File: src/rtl/flash_bus_ctrl.sv
`default_nettype none
// ============================================================================
//  Module      : flash_bus_ctrl
//  Description : Flash-side responder for the manager's FL_TRG/FL_STATUS
//                handshake. Turns each request into a one-byte read or a
//                0x40 program (with status polling and read-array restore)
//                on an 8-bit Intel-style parallel flash.
//  Revision    : 1.0 - initial release
// ============================================================================
module flash_bus_ctrl #(
    parameter int                ADDR_W    = 24,
    parameter logic [ADDR_W-9:0] ADDR_BASE = '0,
    parameter int                T_ACC     = 6,
    parameter int                T_WP      = 4,
    parameter int                T_REC     = 2,
    parameter int                POLL_MAX  = 50000
) (
    input  logic              CLK_50MHZ,
    input  logic              RST,
    input  logic              FL_TRG,
    input  logic              FL_FLOW,
    input  logic [7:0]        FL_ADDR,
    input  logic [7:0]        fl_data_in,
    output logic [7:0]        fl_data_out,
    output logic              FL_STATUS,
    output logic              fl_err,
    output logic [ADDR_W-1:0] SF_A,
    output logic [7:0]        SF_D_O,
    input  logic [7:0]        SF_D_I,
    output logic              SF_D_OE,
    output logic              SF_CE_N,
    output logic              SF_OE_N,
    output logic              SF_WE_N
);

    // Timing counter must hold the longest strobe phase; poll counter must hold POLL_MAX.
    localparam int c_tmax_ab = (T_ACC > T_WP) ? T_ACC : T_WP;
    localparam int c_tmax    = (c_tmax_ab > T_REC) ? c_tmax_ab : T_REC;
    localparam int c_cnt_w   = $clog2(c_tmax + 1);
    localparam int c_poll_w  = $clog2(POLL_MAX + 1);

    localparam logic [c_cnt_w-1:0]  c_acc_last = c_cnt_w'(T_ACC - 1);
    localparam logic [c_cnt_w-1:0]  c_wp_last  = c_cnt_w'(T_WP - 1);
    localparam logic [c_cnt_w-1:0]  c_rec_last = c_cnt_w'(T_REC - 1);
    localparam logic [c_poll_w-1:0] c_poll_max = c_poll_w'(POLL_MAX);
    localparam logic [7:0]          c_cmd_prog = 8'h40;
    localparam logic [7:0]          c_cmd_rda  = 8'hFF;

    typedef enum logic [3:0] {
        S_IDLE = 4'd0,
        S_RD   = 4'd1,
        S_WCMD = 4'd2,
        S_WDAT = 4'd3,
        S_GAP  = 4'd4,
        S_PRD  = 4'd5,
        S_CLR  = 4'd6,
        S_REC1 = 4'd7,
        S_DONE = 4'd8
    } state_t;

    state_t              r_state, w_state_nxt;
    state_t              r_gap_ret, w_gap_ret_nxt;
    logic [c_cnt_w-1:0]  r_cnt, w_cnt_nxt;
    logic [c_poll_w-1:0] r_poll, w_poll_nxt, w_poll_inc;
    logic                r_err, w_err_nxt;
    logic [7:0]          r_dout, w_dout_nxt;
    logic                w_accept;
    logic [ADDR_W-1:0]   r_addr;
    logic [7:0]          r_wdata;
    logic                r_status, r_fl_err;
    logic                r_ce_n, r_oe_n, r_we_n, r_d_oe;
    logic [7:0]          r_d_o;
    logic                w_ce_n, w_oe_n, w_we_n, w_d_oe;
    logic [7:0]          w_d_o;

    assign w_poll_inc = r_poll + 1'b1;

    // State register and all registered outputs; strobes are registered from the next state
    always_ff @(posedge CLK_50MHZ or posedge RST) begin
        if (RST) begin
            r_state   <= S_IDLE;
            r_gap_ret <= S_IDLE;
            r_cnt     <= '0;
            r_poll    <= '0;
            r_err     <= 1'b0;
            r_dout    <= 8'h00;
            r_addr    <= '0;
            r_wdata   <= 8'h00;
            r_status  <= 1'b0;
            r_fl_err  <= 1'b0;
            r_ce_n    <= 1'b1;
            r_oe_n    <= 1'b1;
            r_we_n    <= 1'b1;
            r_d_oe    <= 1'b0;
            r_d_o     <= 8'h00;
        end else begin
            r_state   <= w_state_nxt;
            r_gap_ret <= w_gap_ret_nxt;
            r_cnt     <= w_cnt_nxt;
            r_poll    <= w_poll_nxt;
            r_err     <= w_err_nxt;
            r_dout    <= w_dout_nxt;
            if (w_accept) begin
                r_addr  <= {ADDR_BASE, FL_ADDR};
                r_wdata <= fl_data_in;
            end
            r_status  <= (r_state == S_DONE);
            r_fl_err  <= (r_state == S_DONE) && r_err;
            r_ce_n    <= w_ce_n;
            r_oe_n    <= w_oe_n;
            r_we_n    <= w_we_n;
            r_d_oe    <= w_d_oe;
            r_d_o     <= w_d_o;
        end
    end

    // Next-state, phase timing, poll/error bookkeeping and next bus strobes
    always_comb begin
        w_state_nxt   = r_state;
        w_gap_ret_nxt = r_gap_ret;
        w_cnt_nxt     = r_cnt + 1'b1;
        w_poll_nxt    = r_poll;
        w_err_nxt     = r_err;
        w_dout_nxt    = r_dout;
        w_accept      = 1'b0;

        case (r_state)
            S_IDLE: begin
                w_cnt_nxt = '0;
                if (FL_TRG) begin
                    w_accept    = 1'b1;
                    w_poll_nxt  = '0;
                    w_err_nxt   = 1'b0;
                    w_state_nxt = FL_FLOW ? S_WCMD : S_RD;
                end
            end
            S_RD: begin
                if (r_cnt == c_acc_last) begin
                    w_dout_nxt  = SF_D_I;
                    w_cnt_nxt   = '0;
                    w_state_nxt = S_REC1;
                end
            end
            S_WCMD: begin
                if (r_cnt == c_wp_last) begin
                    w_cnt_nxt     = '0;
                    w_gap_ret_nxt = S_WDAT;
                    w_state_nxt   = S_GAP;
                end
            end
            S_WDAT: begin
                if (r_cnt == c_wp_last) begin
                    w_cnt_nxt     = '0;
                    w_gap_ret_nxt = S_PRD;
                    w_state_nxt   = S_GAP;
                end
            end
            S_GAP: begin
                if (r_cnt == c_rec_last) begin
                    w_cnt_nxt   = '0;
                    w_state_nxt = r_gap_ret;
                end
            end
            S_PRD: begin
                if (r_cnt == c_acc_last) begin
                    w_cnt_nxt   = '0;
                    w_poll_nxt  = w_poll_inc;
                    w_state_nxt = S_GAP;
                    if (SF_D_I[7]) begin
                        w_err_nxt     = SF_D_I[4];
                        w_gap_ret_nxt = S_CLR;
                    end else if (w_poll_inc == c_poll_max) begin
                        w_err_nxt     = 1'b1;
                        w_gap_ret_nxt = S_CLR;
                    end else begin
                        w_gap_ret_nxt = S_PRD;
                    end
                end
            end
            S_CLR: begin
                if (r_cnt == c_wp_last) begin
                    w_cnt_nxt   = '0;
                    w_state_nxt = S_REC1;
                end
            end
            S_REC1: begin
                if (r_cnt == c_rec_last) begin
                    w_cnt_nxt   = '0;
                    w_state_nxt = S_DONE;
                end
            end
            S_DONE: begin
                w_cnt_nxt   = '0;
                w_err_nxt   = 1'b0;
                w_state_nxt = S_IDLE;
            end
            default: begin
                w_cnt_nxt   = '0;
                w_state_nxt = S_IDLE;
            end
        endcase

        // Drive DQ only while WE# is low so the flash and FPGA never contend
        w_ce_n = 1'b1;
        w_oe_n = 1'b1;
        w_we_n = 1'b1;
        w_d_oe = 1'b0;
        w_d_o  = 8'h00;
        case (w_state_nxt)
            S_RD, S_PRD: begin
                w_ce_n = 1'b0;
                w_oe_n = 1'b0;
            end
            S_WCMD: begin
                w_ce_n = 1'b0;
                w_we_n = 1'b0;
                w_d_oe = 1'b1;
                w_d_o  = c_cmd_prog;
            end
            S_WDAT: begin
                w_ce_n = 1'b0;
                w_we_n = 1'b0;
                w_d_oe = 1'b1;
                w_d_o  = r_wdata;
            end
            S_CLR: begin
                w_ce_n = 1'b0;
                w_we_n = 1'b0;
                w_d_oe = 1'b1;
                w_d_o  = c_cmd_rda;
            end
            default: begin
                w_ce_n = 1'b1;
            end
        endcase
    end

    assign fl_data_out = r_dout;
    assign FL_STATUS   = r_status;
    assign fl_err      = r_fl_err;
    assign SF_A        = r_addr;
    assign SF_D_O      = r_d_o;
    assign SF_D_OE     = r_d_oe;
    assign SF_CE_N     = r_ce_n;
    assign SF_OE_N     = r_oe_n;
    assign SF_WE_N     = r_we_n;

endmodule
`default_nettype wire

File: config.mk
export PLATFORM = sky130hd
export DESIGN_NAME = flash_bus_ctrl
export DESIGN_NICKNAME = d
export VERILOG_FILES = /design/src/rtl/flash_bus_ctrl.sv
export SDC_FILE = /design/constraint.sdc
export NUM_CORES = 1
export LEC_CHECK = 0
export ABC_AREA = 1
export BUFFER_PORTS_ARGS = -buffer_cell sky130_fd_sc_hd__buf_2
export CAP_MARGIN = 20
export CELL_PAD_IN_SITES_DETAIL_PLACEMENT = 1
export CELL_PAD_IN_SITES_GLOBAL_PLACEMENT = 1
export CORE_UTILIZATION = 42
export DETAILED_ROUTE_END_ITERATION = 10
export GPL_TIMING_DRIVEN = 0
export PLACE_DENSITY_LB_ADDON = 0.1
export SLEW_MARGIN = 20
export SYNTH_ARGS = -nofsm -noshare
export SYNTH_HDL_FRONTEND = slang
export SYNTH_SLANG_ARGS = --single-unit
File: constraint.sdc
create_clock -name CLK_50MHZ -period 3.2 [get_ports CLK_50MHZ]
set_clock_uncertainty 0.2 [all_clocks]
set_input_delay 0.16 -clock CLK_50MHZ [delete_from_list [all_inputs] [get_ports CLK_50MHZ]]
set_output_delay 0.16 -clock CLK_50MHZ [all_outputs]
set_load 0.05 [all_outputs]
==> results.md, run 1 <==
* Syn. warnings at 0
* Multi-input gate area at 1400 µm²
* Global-route wire length before repair at 15.3 mm
* TritonCTS buffer count at 9
* Layout cells sized above 1 at 23.3%
* Hold WC Path Type: in -> reg
* Root Buffer: clkbuf_8
* GR Util met1 at 28.6%
* Synth Register Bits at 65
* Placed Instances at 581
* Post-synth top area share at 47.4%
* Wire per inst at 14.3 µm
* Gpl congestion at 0.808
* Critical setup path kind: reg -> reg
* Final Slew Violations at 0
* Outcome: finished, final reports clean
* Die ar. at 8160 µm²
* Most common cell in the netlist: nand2_1
* Pwr dens at 907 nW/µm²
* Largest family of logic cells by synthesized area: simple AND/OR/NAND/NOR gates
* Fin crit share at 74.0%
* Gr usage total at 23.5%
* Critical Path End Type: flip-flop
* Worst Path Required at 3230 ps
* Syn_area_per_cell at 8.01 µm²
* Final setup vio count at 0
* Crit path max-delay family: simple AND/OR/NAND/NOR gates
* Met2 Resource Use GR at 42.3%
* Final ANT Viol Nets at 0
* CP Launch Type: flip-flop
* Crit path top cell by count: nand2_1
* Critical path peak fanout at 5
* Synth-to-Final Area Change at 29.3%
* FILL cells at 911
* Via count at 3046
* Critical path's largest stage delay at 410 ps
* H-tree depth at 3
* Max cap viols at 0
* Final std cells w/o fill at 622
* Vias in the first global route at 3272
* Arrival time worst endpoint at 2400 ps
* DR DRC count at 0
* Top_reg_cell synth: dfrtp_1
* Number of distinct library cells after synthesis at 37
* Post-synthesis sequential area ratio at 49.8%
* Post-synthesis mux area share at 0%
* Initial drt markers at 83
* FMAX at 0.422 GHz
* Post-Route WL at 8.90 mm
* Met3 global-route usage at 4.12%
* # diodes at 0
* Final min period at 2370 ps
* Setup Buffers After CTS at 0
* Cell taking the most area after synthesis: dfrtp_1
* Core area at 7410 µm²
* Port-buffer cells at 57
* Post-route core utilization at 57.2%
* Initial Util at 44.2%
* Syn Std Cell Area at 3280 µm²
* Area share of fa/ha/maj cells after synthesis at 1.91%
* Final instance area at 4230 µm²
* DRT Pass-1 Iters at 4
* Reg area at 1630 µm²
* Reg clk slew, reported paths at 70 ps
* Synth Area in Compound Gates at 7.68%
* DP Wirelength at 6.13 mm
* List of most frequent post-synthesis cells: 160 x nand2_1, 62 x dfrtp_1, 34 x nor2_1, 33 x inv_1, 21 x o21ai_0
* Largest net degree at the start of global routing at 37
* Worst VDD drop at 0.633 mV
* GR peak layer: met2
* Chip width at 90.3 µm
* Fin Hold WS at 91.1 ps
* Standard-cell row count at 31
* Final hold violation count at 0
* Post-synthesis async set-or-reset flop share at 100%
* Final TNS setup at 0 ps
* Post-synth EDFFs at 0
* Leakage power at 2.23 nW
* Vias per std cell at 4.90
* Total grt overflow at 0
* Worst-path cell chain: ha_1, nand2_1, nor2_1, nand3_1, o21ai_0, nand2_1, nor2_1, nand3_1, nand2_1, nand2_1, nand2_1, nand2_1, nand2_1, nand2_1
* Clk buf depth at 2
* Xor/xnor share of the synthesized area at 0%
* RSZ-0062 raised after global routing: false
* Die height at 90.3 µm
* Antenna violations before repair at 0
* Cell area after placement at 3760 µm²
* CP bufs+invs at 0
* Final net count at 551
* I/O pin count at 74
* Simple-gate area share of the yosys netlist at 31.2%
* CTS tree: done
* Slowest CP cell: dfrtp_1
* Clock Latency Late Sink at 340 ps
* TritonCTS Sinks at 65
* Top post-synthesis cells by area: dfrtp_1 47%, nand2_1 18%, nor2_1 3.9%, inv_1 3.8%, buf_4 3.7%
* Cells after Synth at 409
[power by group]
part	switching, mW	leakage, nW	internal (mW)
clock network	0.319	0.113	0.459
registers	0.168	0.813	1.11
logic	1.32	1.30	0.469
total	1.80	2.23	2.04
[tightest hold or removal path: stages]
cell	delay, ps
buf_2	120
nand3_2	180
nand2_1	80
nand2_1	50
[cells in the final DEF (no fill, tap or decap), drive strengths merged, types with 2 or more instances in the layout]
master	netlist	layout
ha	5	5
buf	17	75
clkinv	1	4
nand3	19	19
bufinv	0	2
dlygate4sd3	0	25
clkbuf	3	14
a21oi	5	5
dfstp	3	3
o21ai	22	22
nand2	163	163
nor3	2	2
nand4	5	5
conb	1	16
inv	43	43
nor2	43	43
o22ai	6	6
a31oi	2	2
dfrtp	62	62
[state kept, by name, indices dropped and copies added (netlist names)]
name         cells
fl_data_out      8
SF_WE_N          1
r_cnt            3
r_err            1
SF_D_OE          1
SF_CE_N          1
fl_err           1
SF_OE_N          1
r_gap_ret        3
r_state          4
r_poll          16
FL_STATUS        1
SF_D_O           8
SF_A             8
r_wdata          8
[routing by layer]
layer | wire [µm] | up-vias
li1 | - | 1478
met1 | 3830 | 1496
met2 | 4650 | 64
met3 | 328 | 8
met4 | 95 | 0
met5 | 0 | -
[stage by stage]
step / setup slack [ps] / power, mW
2_1_floorplan: 1220 / 2.62
3_3_place_gp: 322 / 2.96
3_5_place_dp: 843 / 3.02
4_1_cts: 823 / 3.86
5_1_grt: 638 / 4.09
6_report: 831 / 3.84
[path summary, 6_finish.rpt]
check | endpoint | depth (start not counted) | from | slack [ps]
worst max-delay path | r_err | 14 | r_poll[0] | 830
worst min-delay path | SF_A[3] | 4 | FL_TRG | 90
worst max register to register | r_err | 14 | r_poll[0] | 830
worst min register to register | r_cnt[0] | 1 | r_cnt[0] | 270
max in group asynchronous | SF_D_O[3] | 4 | RST | 2120
min in group asynchronous | FL_STATUS | 3 | RST | 160
[area by class of cell]
class | instances | share of cell area, %
Clock buffer | 11 | 3.34
Tap cell | 99 | 2.93
Timing Repair Buffer | 83 | 13.1
Buffer | 20 | 3.22
Multi-Input combinational cell | 295 | 33.0
Sequential cell | 65 | 38.5
Clock inverter | 5 | 1.86
Inverter | 44 | 4.02
[logic make-up (layout without fill, tap and decap cells)]
logic type / count (synthesis) / in the layout
adder cells (fa/ha/maj): 5 / 5
other: 1 / 16
AO/OA/AOI/OAI: 41 / 41
buffers and inverters: 64 / 163
AND/OR/NAND/NOR: 233 / 233
flip-flops: 65 / 65
[what timing repair did]
action,in CTS,in global routing
hold endpoints to repair,90,0
hold buffers,25,0
resized for setup,0,0
No activity file was read; power rests on OpenSTA's default activity.
==> run 2, diff against run 1 <==
--- a/config.mk
+++ b/config.mk
@@ -10,7 +10,7 @@
 export CAP_MARGIN = 20
 export CELL_PAD_IN_SITES_DETAIL_PLACEMENT = 1
 export CELL_PAD_IN_SITES_GLOBAL_PLACEMENT = 1
-export CORE_UTILIZATION = 42
+export CORE_UTILIZATION = 35
 export DETAILED_ROUTE_END_ITERATION = 10
 export GPL_TIMING_DRIVEN = 0
 export PLACE_DENSITY_LB_ADDON = 0.1
==> constraint.sdc (replaced) <==
create_clock -name CLK_50MHZ -period 2.15 [get_ports CLK_50MHZ]
set_clock_uncertainty 0.2 [all_clocks]
set_input_delay 0.1075 -clock CLK_50MHZ [delete_from_list [all_inputs] [get_ports CLK_50MHZ]]
set_output_delay 0.1075 -clock CLK_50MHZ [all_outputs]
set_load 0.05 [all_outputs]
==> run 2 against run 1 <==
Compared with the run above: the flow now finishes with violations (hold timing); die area grew 20%; wire length increased by 6.9%; register-to-register slack worse by 760 ps; sequential power rose by 52%; via count rose by 2.9%; global-route usage down 2.9 points; utilization is 3.6 points lower; cell count rose by 6.4%; worst hold slack worse by 100 ps; cell area is 13% higher; first-iteration DRC count fell by 33%.
==> results.md, run 2 (synthesis results as in run 1) <==
* Met3 global-route usage at 4.75% (+0.63 points)
* Root Buffer: clkbuf_8
* Critical path peak fanout at 7 (+2)
* Final net count at 582 (+5.6%)
* Slowest CP cell: dfrtp_2
* Core area at 8890 µm² (+20%)
* Die ar. at 9750 µm² (+20%)
* Global-route wire length before repair at 15.7 mm (+2.8%)
* DR DRC count at 0 (unchanged)
* I/O pin count at 74 (unchanged)
* Chip width at 98.7 µm (+9.3%)
* Clk buf depth at 2 (unchanged)
* Antenna violations before repair at 0 (unchanged)
* Final ANT Viol Nets at 0 (unchanged)
* CP Launch Type: flip-flop
* Final Slew Violations at 0 (unchanged)
* Critical Path End Type: flip-flop
* Reg clk slew, reported paths at 70 ps (about the same)
* Sw power at 2.91 mW (+61%)
* Via count at 3135 (+2.9%)
* Standard-cell row count at 34 (+9.7%)
* Initial Util at 36.8% (-7.4 points)
* Final setup vio count at 0 (unchanged)
* Clock power frac at 21.7% (+1.4 points)
* Final instance area at 4760 µm² (+13%)
* Vias in the first global route at 3343 (+2.2%)
* Worst VDD drop at 0.799 mV (+26%)
* Fin Hold WS at -8.83 ps (-100 ps)
* TritonCTS buffer count at 9 (unchanged)
* Wire per inst at 14.4 µm (+0.46%)
* H-tree depth at 3 (unchanged)
* CTS tree: done
* Max reg flops at 16 (unchanged)
* Failing checks: hold timing
* Crit path top cell by count: nand2_1
* Sequential share of power at 29.4% (-3.8 points)
* Combinational power share at 48.8% (+2.3 points)
* FMAX at 0.480 GHz (+14%)
* Switch share at 44.3% (-2.7 points)
* Hold WC Path Type: in -> reg
* Commonest non-fill, non-tap cell in the layout: nand2_1
* Pwr dens at 1380 nW/µm² (+52%)
* Final setup margin at 68.5 ps (-763 ps)
* Final TNS setup at 0 ps (unchanged)
* Total grt overflow at 0 (unchanged)
* Gr usage total at 20.6% (-2.9 points)
* Final hold violation count at 1 (+1)
* Max cap viols at 0 (unchanged)
* Cell area after placement at 3780 µm² (+0.50%)
* Met2 Resource Use GR at 35.9% (-6.4 points)
* Arrival time worst endpoint at 2160 ps (-240 ps)
* Fin crit share at 96.8% (+23 points)
* Post-Route WL at 9.52 mm (+6.9%)
* Clock Latency Late Sink at 350 ps (about the same)
* GR Util met1 at 24.8% (-3.8 points)
* # diodes at 0 (unchanged)
* Leakage power at 2.43 nW (+9.0%)
* Critical setup path kind: reg -> reg
* DP Wirelength at 6.25 mm (+2.0%)
* FILL cells at 1067 (+17%)
* TritonCTS Sinks at 65 (unchanged)
* RSZ-0062 raised after global routing: true
* Worst Path Required at 2230 ps (-1000 ps)
* Largest net degree at the start of global routing at 49 (+32%)
* DP Worst Slack at -236 ps (-1080 ps)
* DRT Pass-1 Iters at 4 (unchanged)
* Worst-path cell chain: nor3_4, nand4_1, o211a_4, nand2_4, inv_2, nor2_4, inv_4, nor2_8, nand2_1, nand2_1
* GR peak layer: met2
* Port-buffer cells at 57 (unchanged)
* Initial drt markers at 56 (-33%)
* Post-route core utilization at 53.6% (-3.6 points)
* Critical path's largest stage delay at 480 ps (+70 ps)
* Vias per std cell at 4.74 (-3.3%)
* Internal at 3.67 mW (+80%)
* Outcome: finished with violations
* Synth-to-Final Area Change at 45.5%
* Register bank with the most flops: r_poll
* Final min period at 2080 ps (-287 ps)
* Die height at 98.7 µm (+9.3%)
* Layout cells sized above 1 at 34.5% (+11 points)
* Gpl congestion at 0.824 (+2.0%)
* Most frequent cells in the layout: 151 x nand2_1, 57 x buf_2, 55 x dfrtp_1, 43 x buf_4
==> run 2: cell types whose count changed in the layout (fill, tap and decap cells not counted), moves of 4 or more <==
cell,change
buf_4,+27
nand2_1,-9
nor2_1,-9
dfrtp_1,-7
dfrtp_2,+7
nand2_2,+7
nand3_1,-5
nor2_4,+5
dlygate4sd3_1,+4
ha_1,-4
nand3_2,+4
nor2_2,+4
==> run 2: what timing repair did <==
item / CTS / global route
hold buffers: 29 / 0
endpoints found under the hold margin: 89 / 0
pin swaps: 2 / 21
setup buffers: 5 / 22
resized for setup: 17 / 46
endpoints found under the setup margin: 35 / 27
==> run 2: layer usage <==
metal | up-vias | part of all wire (%)
met4 | 0 | 1.8
met3 | 14 | 4.5
met2 | 73 | 51
met1 | 1515 | 43
li1 | 1533 | -
met5 | - | 0
==> run 2: path summary, 6_finish.rpt <==
path | start | end | slack (ps) | cells past startpoint
worst max-delay path | r_state[1] | SF_D_O[0] | 70 | 10
worst min-delay path | FL_TRG | SF_A[2] | -9 | 4
worst max register to register | r_state[1] | SF_D_O[0] | 70 | 10
worst min register to register | r_wdata[3] | SF_D_O[3] | 280 | 2
max in group asynchronous | RST | SF_CE_N | 1110 | 4
min in group asynchronous | RST | r_poll[13] | 50 | 3
==> run 2: final cells by class <==
type | instances | area [µm²] | share of cell area [%]
plain buffers | 20 | 143 | 2.99
clock buffers | 10 | 138 | 2.89
clock inverters | 6 | 138 | 2.89
inverters | 44 | 180 | 3.78
multi-input cells | 295 | 1590 | 33.3
flip-flops and latches | 65 | 1640 | 34.4
well taps | 108 | 135 | 2.84
repair buffers | 114 | 806 | 16.9
==> run 2: power by group through the flow <==
stage	clock network, mW	registers (mW)	logic (mW)
6_report	1.43	1.94	3.21
5_1_grt	1.51	1.99	3.50
4_1_cts	1.46	1.91	2.80
3_5_place_dp	0	1.91	2.61
3_3_place_gp	0	1.90	2.53
2_1_floorplan	0	2.56	1.33
==> run 2: critical path, delay by kind of cell, from the launching register on <==
kind            cells  cell delay, ps
compound gates      1             210
simple gates        7            1010
buf+inv             2             120
flops               1             480
==> run 2: through the flow <==
stage | cells | power, mW
after CTS | 640 | 6.17
final | 662 | 6.58
after floorplan | 424 | 3.89
after global routing | 662 | 7.00
after detailed placement | 590 | 4.52
after global placement | 589 | 4.43
==> run 3, diff against run 2 <==
==> constraint.sdc (replaced) <==
create_clock -name CLK_50MHZ -period 1.9 [get_ports CLK_50MHZ]
set_clock_uncertainty 0.2 [all_clocks]
set_input_delay 0.095 -clock CLK_50MHZ [delete_from_list [all_inputs] [get_ports CLK_50MHZ]]
set_output_delay 0.095 -clock CLK_50MHZ [all_outputs]
set_load 0.05 [all_outputs]
==> run 3 against run 2 <==
Compared with the run above: the flow finishes with violations (setup timing); utilization is 3.8 points higher; global-route usage is 0.37 points higher; flip-flop and latch count stayed put; clock-buffer cell count is 1 lower; sequential power is 14% higher; critical path type unchanged; critical path depth is 1 higher; setup slack worse by 280 ps; combinational power is 29% higher; wire length is 12% higher.
==> results.md, run 3 (synthesis results as in run 1) <==
* Outcome: finished with violations
* Failing checks: setup timing
* CTS tree: done
* Total grt overflow at 0 (unchanged)
* Clk buf depth at 2 (unchanged)
* Synth-to-Final Area Change at 55.9%
* Commonest non-fill, non-tap cell in the layout: nand2_1
* Reg clk slew, reported paths at 80 ps (about the same)
* Most frequent cells in the layout: 138 x nand2_1, 57 x buf_2, 54 x dfrtp_1, 50 x buf_4, 26 x dlygate4sd3_1
* Worst Path Required at 1990 ps (-240 ps)
* Hold WC Path Type: in -> async
* DRT Pass-1 Iters at 4 (unchanged)
* Final min period at 2110 ps (+27.4 ps)
* Port-buffer cells at 57 (unchanged)
* Via count at 3244 (+3.5%)
* Final ANT Viol Nets at 0 (unchanged)
* Pwr Total at 7.72 mW (+17%)
* Fin Hold WS at 134 ps (+143 ps)
* Initial Util at 36.8% (unchanged)
* Final net count at 597 (+2.6%)
* TritonCTS buffer count at 9 (unchanged)
* Worst VDD drop at 1.17 mV (+46%)
* Final instance area at 5110 µm² (+7.2%)
* DP Wirelength at 6.25 mm (about the same)
* Wire per inst at 15.8 µm (+9.7%)
* RSZ-0062 raised after global routing: true
* Multi-input gate area at 1780 µm² (+12%)
* Max reg flops at 16 (unchanged)
* Slowest CP cell: dfrtp_2
* Final setup margin at -209 ps (-277 ps)
* Fin crit share at 111% (+14 points)
* Global-route wire length before repair at 16.0 mm (+2.0%)
* R2r worst-path depth at 11 (+1)
* Placed Instances at 591 (+0.17%)
* Largest net degree at the start of global routing at 25 (-49%)
* CP Launch Type: flip-flop
* DR DRC count at 0 (unchanged)
* Critical setup path kind: reg -> reg
* Final setup vio count at 23 (+23)
* Gpl congestion at 0.864 (+4.9%)
* Core area at 8890 µm² (unchanged)
* Clock Latency Late Sink at 350 ps (about the same)
* Arrival time worst endpoint at 2200 ps (+40 ps)
* Slew of the pin with the lowest slew margin at 508 ps
* Max cap viols at 0 (unchanged)
* Post-route core utilization at 57.4% (+3.8 points)
* Vias in the first global route at 3322 (-0.63%)
* Critical path peak fanout at 8 (+1)
* Post-Route WL at 10.7 mm (+12%)
* H-tree depth at 3 (unchanged)
* Final hold violation count at 0 (-1)
* DP Worst Slack at -444 ps (-207 ps)
* # diodes at 0 (unchanged)
* Final Slew Violations at 0 (unchanged)
* Die ar. at 9750 µm² (unchanged)
* I/O pin count at 74 (unchanged)
* Leakage power at 2.52 nW (+3.9%)
* Chip width at 98.7 µm (unchanged)
* Slew headroom at 66.0%
* TritonCTS Sinks at 65 (unchanged)
* Critical Path End Type: flip-flop
* Antenna violations before repair at 0 (unchanged)
* Cell area after placement at 3820 µm² (+0.96%)
* Final TNS setup at -2670 ps (-2670 ps)
* Final std cells w/o fill at 677 (+2.3%)
* FILL cells at 1055 (-1.1%)
* Pwr dens at 1510 nW/µm² (+9.4%)
* Die height at 98.7 µm (unchanged)
* Vias per std cell at 4.79 (+1.2%)
* Layout cells sized above 1 at 43.1% (+8.6 points)
* Initial drt markers at 109 (+95%)
* Gr usage total at 21.0% (+0.37 points)
* FMAX at 0.474 GHz (-1.3%)
* Root Buffer: clkbuf_8
* Critical path's largest stage delay at 480 ps (about the same)
* Reg area at 1640 µm² (about the same)
* Worst-path cell chain: nor2_4, nand2_2, inv_4, nand2_4, a21oi_4, a31oi_4, o21ai_4, inv_4, nand3_4, nand2_4, nor2_4
* Standard-cell row count at 34 (unchanged)
* Register bank with the most flops: r_poll
run 3: cell types whose count changed in the layout (fill, tap and decap cells not counted), moves of 5 or more:
cell	change
buf_4	+7
nand2_2	+10
o22ai_1	-6
o22ai_2	+5
buf_6	+10
nor2_4	+5
o21ai_0	-6
o21ai_1	+5
nand2_1	-13
inv_1	-6
run 3: area by class of cell:
cell class / count / area share [%]
buffer: 20 / 2.96
clock buffer: 9 / 2.43
clock inverter: 7 / 2.01
inverter: 44 / 3.99
multi-input combinational: 295 / 34.8
sequential: 65 / 32.1
tap: 108 / 2.65
timing repair buffer: 129 / 19.0
run 3: metal layers:
metal  global-route usage (%)  share of wire [%]
met4                     6.31                2.1
met5                        0                  0
met3                     4.89                5.0
met2                     38.1                 52
met1                     24.5                 41
run 3: path summary, 6_finish.rpt:
path / from / to / slack, ps
setup / recovery: r_state[3] / SF_CE_N / -210
hold / removal: RST / fl_data_out[0] / 130
setup reg to reg: r_state[3] / SF_CE_N / -210
hold reg to reg: r_err / r_err / 270
max in group asynchronous: RST / r_poll[2] / 660
min in group CLK_50MHZ: FL_FLOW / SF_D_O[6] / 160
run 3: worst max-delay path: cells and delay by family, from the launching register on:
kind / cells / cell delay [ps]
simple gates: 6 / 710
flops: 1 / 480
compound gates: 3 / 460
buf+inv: 2 / 200
run 3: what timing repair did:
| item | CTS | global route |
|---|---|---|
| endpoints found under the setup margin | 42 | 51 |
| gates resized for setup | 58 | 78 |
| cloned | 1 | 1 |
| buffers inserted | 20 | 24 |
| pin swaps | 29 | 40 |
| hold buffers | 26 | 0 |
| hold endpoints to repair | 67 | 0 |
run 3: where the power goes:
group | internal [mW] | switching, mW
combinational | 1.45 | 2.69
clock | 0.750 | 0.609
sequential | 1.87 | 0.351
total | 4.07 | 3.65
